[src/rtl/cover_toggle_drainer_pkg.sv]
// Shared types and widths for the toggle-coverage drainer family.
package cover_pkg;

  localparam int unsigned COVER_IDX_W = 64;
  localparam int unsigned REPORTED_W  = 16;

  typedef enum logic {HOLD_EMPTY, HOLD_FULL} hold_state_e;

  function automatic int unsigned pos_width(input int unsigned n);
    return (n > 1) ? $clog2(n) : 1;
  endfunction

endpackage

[src/rtl/cover_toggle_drainer_prio_enc.sv]
// Lowest-set-bit finder: reports whether any bit is set, its position and a one-hot mask.
module cover_prio_enc
  import cover_pkg::*;
#(
  parameter int unsigned WIDTH = 39,
  parameter int unsigned POS_W = pos_width(WIDTH)
) (
  input  logic [WIDTH-1:0] req_i,
  output logic             found_o,
  output logic [POS_W-1:0] pos_o,
  output logic [WIDTH-1:0] onehot_o
);

  // lower_any[k] is set when any of req_i[k-1:0] is set
  logic [WIDTH:0] lower_any;

  assign lower_any[0] = 1'b0;

  for (genvar gi = 0; gi < WIDTH; gi++) begin : g_chain
    assign lower_any[gi+1] = lower_any[gi] | req_i[gi];
    assign onehot_o[gi]    = req_i[gi] & ~lower_any[gi];
  end

  assign found_o = lower_any[WIDTH];

  always_comb begin
    pos_o = '0;
    for (int i = WIDTH - 1; i >= 0; i--) begin
      if (req_i[i]) pos_o = POS_W'(i);
    end
  end

endmodule

[src/rtl/cover_toggle_drainer.sv]
// Sticky first-hit collector for a group of toggle strobes; streams each newly
// covered global cover index once over valid/ready, lowest index first.
module cover_toggle_drainer
  import cover_pkg::*;
#(
  parameter int unsigned WIDTH       = 39,
  parameter int unsigned COVER_INDEX = 0,
  parameter int unsigned COVER_TOTAL = 38253
) (
  input  logic                   clk_i,
  input  logic                   rst_ni,
  input  logic [WIDTH-1:0]       valid_i,
  input  logic                   clear_i,
  output logic                   out_valid_o,
  input  logic                   out_ready_i,
  output logic [COVER_IDX_W-1:0] out_index_o,
  output logic                   idle_o,
  output logic [REPORTED_W-1:0]  reported_o
);

  localparam int unsigned POS_W = pos_width(WIDTH);

  if (64'(COVER_INDEX) + 64'(WIDTH) > 64'(COVER_TOTAL)) begin : g_bad_range
    $error("cover_toggle_drainer: COVER_INDEX + WIDTH exceeds COVER_TOTAL");
  end

  hold_state_e            state_q;
  logic [WIDTH-1:0]       seen_q;
  logic [WIDTH-1:0]       pending_q;
  logic [COVER_IDX_W-1:0] out_index_q;
  logic [REPORTED_W-1:0]  reported_q;
  // Hold carries a beat from before the last clear; its fire is not counted.
  logic                   stale_q;

  logic                   fire;
  logic                   can_load;
  logic                   load;
  logic                   found;
  logic [POS_W-1:0]       pos;
  logic [WIDTH-1:0]       onehot;
  logic [WIDTH-1:0]       take;
  logic [WIDTH-1:0]       new_hits;

  cover_prio_enc #(
    .WIDTH (WIDTH),
    .POS_W (POS_W)
  ) u_prio_enc (
    .req_i    (pending_q),
    .found_o  (found),
    .pos_o    (pos),
    .onehot_o (onehot)
  );

  assign fire     = (state_q == HOLD_FULL) & out_ready_i;
  assign can_load = ~clear_i & ((state_q == HOLD_EMPTY) | fire);
  assign load     = can_load & found;
  assign take     = load ? onehot : '0;
  assign new_hits = valid_i & ~seen_q;

  always_ff @(posedge clk_i or negedge rst_ni) begin
    if (!rst_ni) begin
      state_q     <= HOLD_EMPTY;
      seen_q      <= '0;
      pending_q   <= '0;
      out_index_q <= '0;
      reported_q  <= '0;
      stale_q     <= 1'b0;
    end else if (clear_i) begin
      seen_q     <= valid_i;
      pending_q  <= valid_i;
      reported_q <= '0;
      if (fire) begin
        state_q <= HOLD_EMPTY;
        stale_q <= 1'b0;
      end else if (state_q == HOLD_FULL) begin
        stale_q <= 1'b1;
      end
    end else begin
      seen_q    <= seen_q | valid_i;
      pending_q <= (pending_q | new_hits) & ~take;
      if (fire) begin
        stale_q <= 1'b0;
        if (!stale_q && reported_q != {REPORTED_W{1'b1}}) reported_q <= reported_q + 1'b1;
      end
      if (load) begin
        state_q     <= HOLD_FULL;
        out_index_q <= COVER_IDX_W'(COVER_INDEX) + COVER_IDX_W'(pos);
      end else if (fire) begin
        state_q <= HOLD_EMPTY;
      end
    end
  end

  assign out_valid_o = (state_q == HOLD_FULL);
  assign out_index_o = out_index_q;
  assign reported_o  = reported_q;
  assign idle_o      = (pending_q == '0) & (state_q == HOLD_EMPTY);

endmodule
[config.mk]
export PLATFORM = sky130hd
export DESIGN_NAME = cover_toggle_drainer
export DESIGN_NICKNAME = d
export VERILOG_FILES = /design/src/rtl/cover_toggle_drainer_pkg.sv /design/src/rtl/cover_toggle_drainer_prio_enc.sv /design/src/rtl/cover_toggle_drainer.sv
export SDC_FILE = /design/constraint.sdc
export NUM_CORES = 1
export LEC_CHECK = 0
export CORE_UTILIZATION = 50
export CTS_CLUSTER_DIAMETER = 200
export DETAILED_ROUTE_END_ITERATION = 12
export PLACE_DENSITY = 0.85
export SYNTH_ARGS = -nofsm -noshare
export SYNTH_HDL_FRONTEND = slang
export SYNTH_SLANG_ARGS = --single-unit
[constraint.sdc]
create_clock -name clk_i -period 2.8 [get_ports clk_i]
set_clock_uncertainty 0.15 [all_clocks]
set_input_delay 0.28 -clock clk_i [delete_from_list [all_inputs] [get_ports clk_i]]
set_output_delay 0.28 -clock clk_i [all_outputs]
set_load 0.05 [all_outputs]
==> results.json <==
{
  "first_pass_iters": 6,
  "ys_seq_area_share_pct": 48.10,
  "required_ns": 2.37,
  "final_max_slew_viol_count": 0,
  "start_kind": "register",
  "slew_headroom_pct": 56.30,
  "total_power_mw": 3.228,
  "use_met1_pct": 27.89,
  "dieHeight_um": 105.0,
  "crit_path_end_kind": "output port",
  "setup_viol": 0,
  "place.gp.congestion": 0.9184,
  "globalRouteMet3Util_pct": 4.429,
  "syn_area_per_cell_um2": 9.510,
  "wire_per_inst_um": 14.91,
  "place_inst": 750,
  "synth_ff_type": "dfrtp_1",
  "maxCapViolations": 0,
  "status": "finished, final reports clean",
  "clock_path_buffers": 2,
  "hp-class": "primary input to async pin",
  "cts-root-buf": "clkbuf_8",
  "core-area_um2": 10320,
  "leakagePower_nw": 2.662,
  "wirelength_mm": 11.43,
  "grt_overflow": 0,
  "utilization_pct": 59.77,
  "powerDensity_nw_per_um2": 523.1,
  "synth-edff-count": 0,
  "h-tree-depth": 3,
  "die_w_um": 105.0,
  "start_util_pct": 51.40,
  "grt_pass1_vias": 4018,
  "stdcell_count": 767,
  "r2r_setup_slack_ns": 0.22,
  "fin_setup_tns_ns": 0,
  "cts_buffers": 9,
  "synth_area_um2": 5306,
  "grt_use_met2_pct": 34.96,
  "path_clk_slew_ns": 0.09,
  "r2r_cells": 7,
  "ant_nets": 0,
  "synth_seq_cells": 102,
  "antenna_found_initial": 0,
  "crit_arrival_ns": 2.24,
  "worstReg2RegStart": "pending_q[35]",
  "busiest_layer": "met2",
  "drive_above_1_share_pct": 7.607,
  "hold_ws_ns": 0.2755,
  "drt_iter0_markers": 202,
  "yosys_warnings": 0,
  "cts_setup_buffers": 0,
  "grt_pass1_wl_mm": 19.06,
  "max_freq_mhz": 374.6,
  "r2r-end": "out_index_o[0]",
  "route.detailed.drc": 0,
  "antenna_cells": 0,
  "rows": 37,
  "yosysUniqueCellTypes": 57,
  "peakVddDrop_v": 0.0002400,
  "period_share_pct": 95.33,
  "synthCells": 558,
  "dieArea_um2": 11030,
  "nets": 670,
  "tightest_slew_ns": 0.6555,
  "grt_max_degree": 62,
  "path_max_fanout": 6,
  "clkLatencyLatePin_ns": 0.38,
  "final_hold_viol_count": 0,
  "cts_sinks": 102,
  "fin_crit_ns": 2.669,
  "fillers": 856,
  "ys_async_sr_fraction_pct": 100.0,
  "num_io_pins": 125,
  "worst-setup-path-type": "register to output port",
  "syn_to_final_growth_pct": 16.29,
  "via_count": 4261,
  "portBuffers": 66,
  "rsz0062_at_grt": "false",
  "cts_tree": "yes",
  "grtUsageTotal_pct": 21.65,
  "hpwl_mm": 8.170,
  "drt-vias-per-instance": 5.555
}
layout make-up:
class                      count  area, µm²  share of cell area [%]
sequential                   102       2552                   41.36
multi-input combinational    422       2434                   39.44
timing repair buffer          82      803.3                   13.02
tap                          136      170.2                   2.757
clock buffer                  13      158.9                   2.575
inverter                       9      33.78                  0.5474
clock inverter                 3      18.77                  0.3041
cell usage after synthesis (3+ instances only):
cell type,instances,area [µm²]
nor3_1,11,55.05
buf_4,58,435.4
nand2_1,48,180.2
xor2_1,11,96.34
nand4_1,9,56.30
o21a_1,3,22.52
or3_1,3,18.77
o31ai_1,5,37.54
inv_1,9,33.78
o211ai_1,6,45.04
a21oi_1,8,40.04
a21o_1,41,307.8
o311ai_0,10,87.58
or4_1,3,22.52
dfrtp_1,102,2552
xnor2_1,3,26.28
clkbuf_1,22,82.58
a32o_1,9,90.09
nand3_1,8,40.04
nor4_1,15,93.84
a221oi_1,3,26.28
o21ai_0,51,255.2
nor2b_1,4,25.02
nand2b_1,3,18.77
nor2_1,72,270.3
through the flow:
stage          worst slack, ns  instance area, µm²
3_3_place_gp            0.3450                5954
5_1_grt                0.01989                6171
2_1_floorplan           0.2217                5525
4_1_cts              0.0003531                6148
6_report                0.1308                6171
3_5_place_dp            0.2610                5954
cell usage in the layout (no fill, tap or decap), drive strengths merged, types with 4 or more instances in the layout:
| cell type | count |
|---|---|
| nand4 | 10 |
| xor2 | 11 |
| nor2b | 4 |
| or3 | 4 |
| o211ai | 6 |
| nor3 | 11 |
| conb | 58 |
| nand2 | 49 |
| nor4 | 16 |
| o31ai | 7 |
| o21ai | 53 |
| a32o | 9 |
| or4 | 5 |
| nand3 | 9 |
| a21oi | 8 |
| o311ai | 11 |
| clkdlybuf4s50 | 64 |
| inv | 9 |
| dfrtp | 102 |
| clkbuf | 13 |
| nor2 | 73 |
| buf | 17 |
| a21o | 42 |
worst max path at each step:
stage | startpoint | to | slack [ns]
CTS | pending_q[31] | idle_o | 0.0004
detailed placement | pending_q[35] | out_index_o[0] | 0.26
global route | pending_q[24] | idle_o | 0.02
global placement | pending_q[35] | out_index_o[0] | 0.35
finish | pending_q[19] | idle_o | 0.13
floorplan | pending_q[27] | idle_o | 0.22
where the power goes:
part           internal [mW]  switching, mW  total (mW)
sequential              1.58          0.145        1.73
clock                  0.371          0.483       0.854
combinational          0.217          0.427       0.645
worst max-delay path, stage by stage (launching register included):
cell and delay (ns):
dfrtp_1 0.45, nor4_1 0.35, buf_4 0.19, and4_2 0.29, nand2_1 0.17, nor3_4 0.24
buf_12 0.17
kinds of logic (layout without fill, tap and decap cells):
family          after synthesis  count (layout)  synth area share, %
simple gates                192             192                17.45
compound gates              156             156                20.94
flops                       102             102                48.10
buf+inv                      91             107                10.70
xor+xnor                     14              14                2.311
fa+ha+maj                     1               1               0.2358
other cells                   1              58              0.07067
mux                           1               1               0.1886
timing repair:
item | in CTS | in global routing
endpoints found under the setup margin | 1 | 1
pin swaps | 0 | 0
cloned | 0 | 0
endpoints found under the hold margin | 41 | 0
gates resized for setup | 1 | 4
hold buffers | 1 | 0
sequential cells by signal, indices dropped and copies added, names as in the netlist:
signal,flops
pending_q,39
seen_q,39
reported_o,16
out_index_o,6
out_valid_o,1
stale_q,1
metal layers:
| layer | vias to the layer above | share of wire, % |
|---|---|---|
| met3 | 24 | 6.1 |
| met1 | 2068 | 43 |
| met2 | 150 | 48 |
| met4 | 0 | 2.5 |
| met5 | - | 0 |
| li1 | 2019 | - |
(Power assumes the default switching activity.)
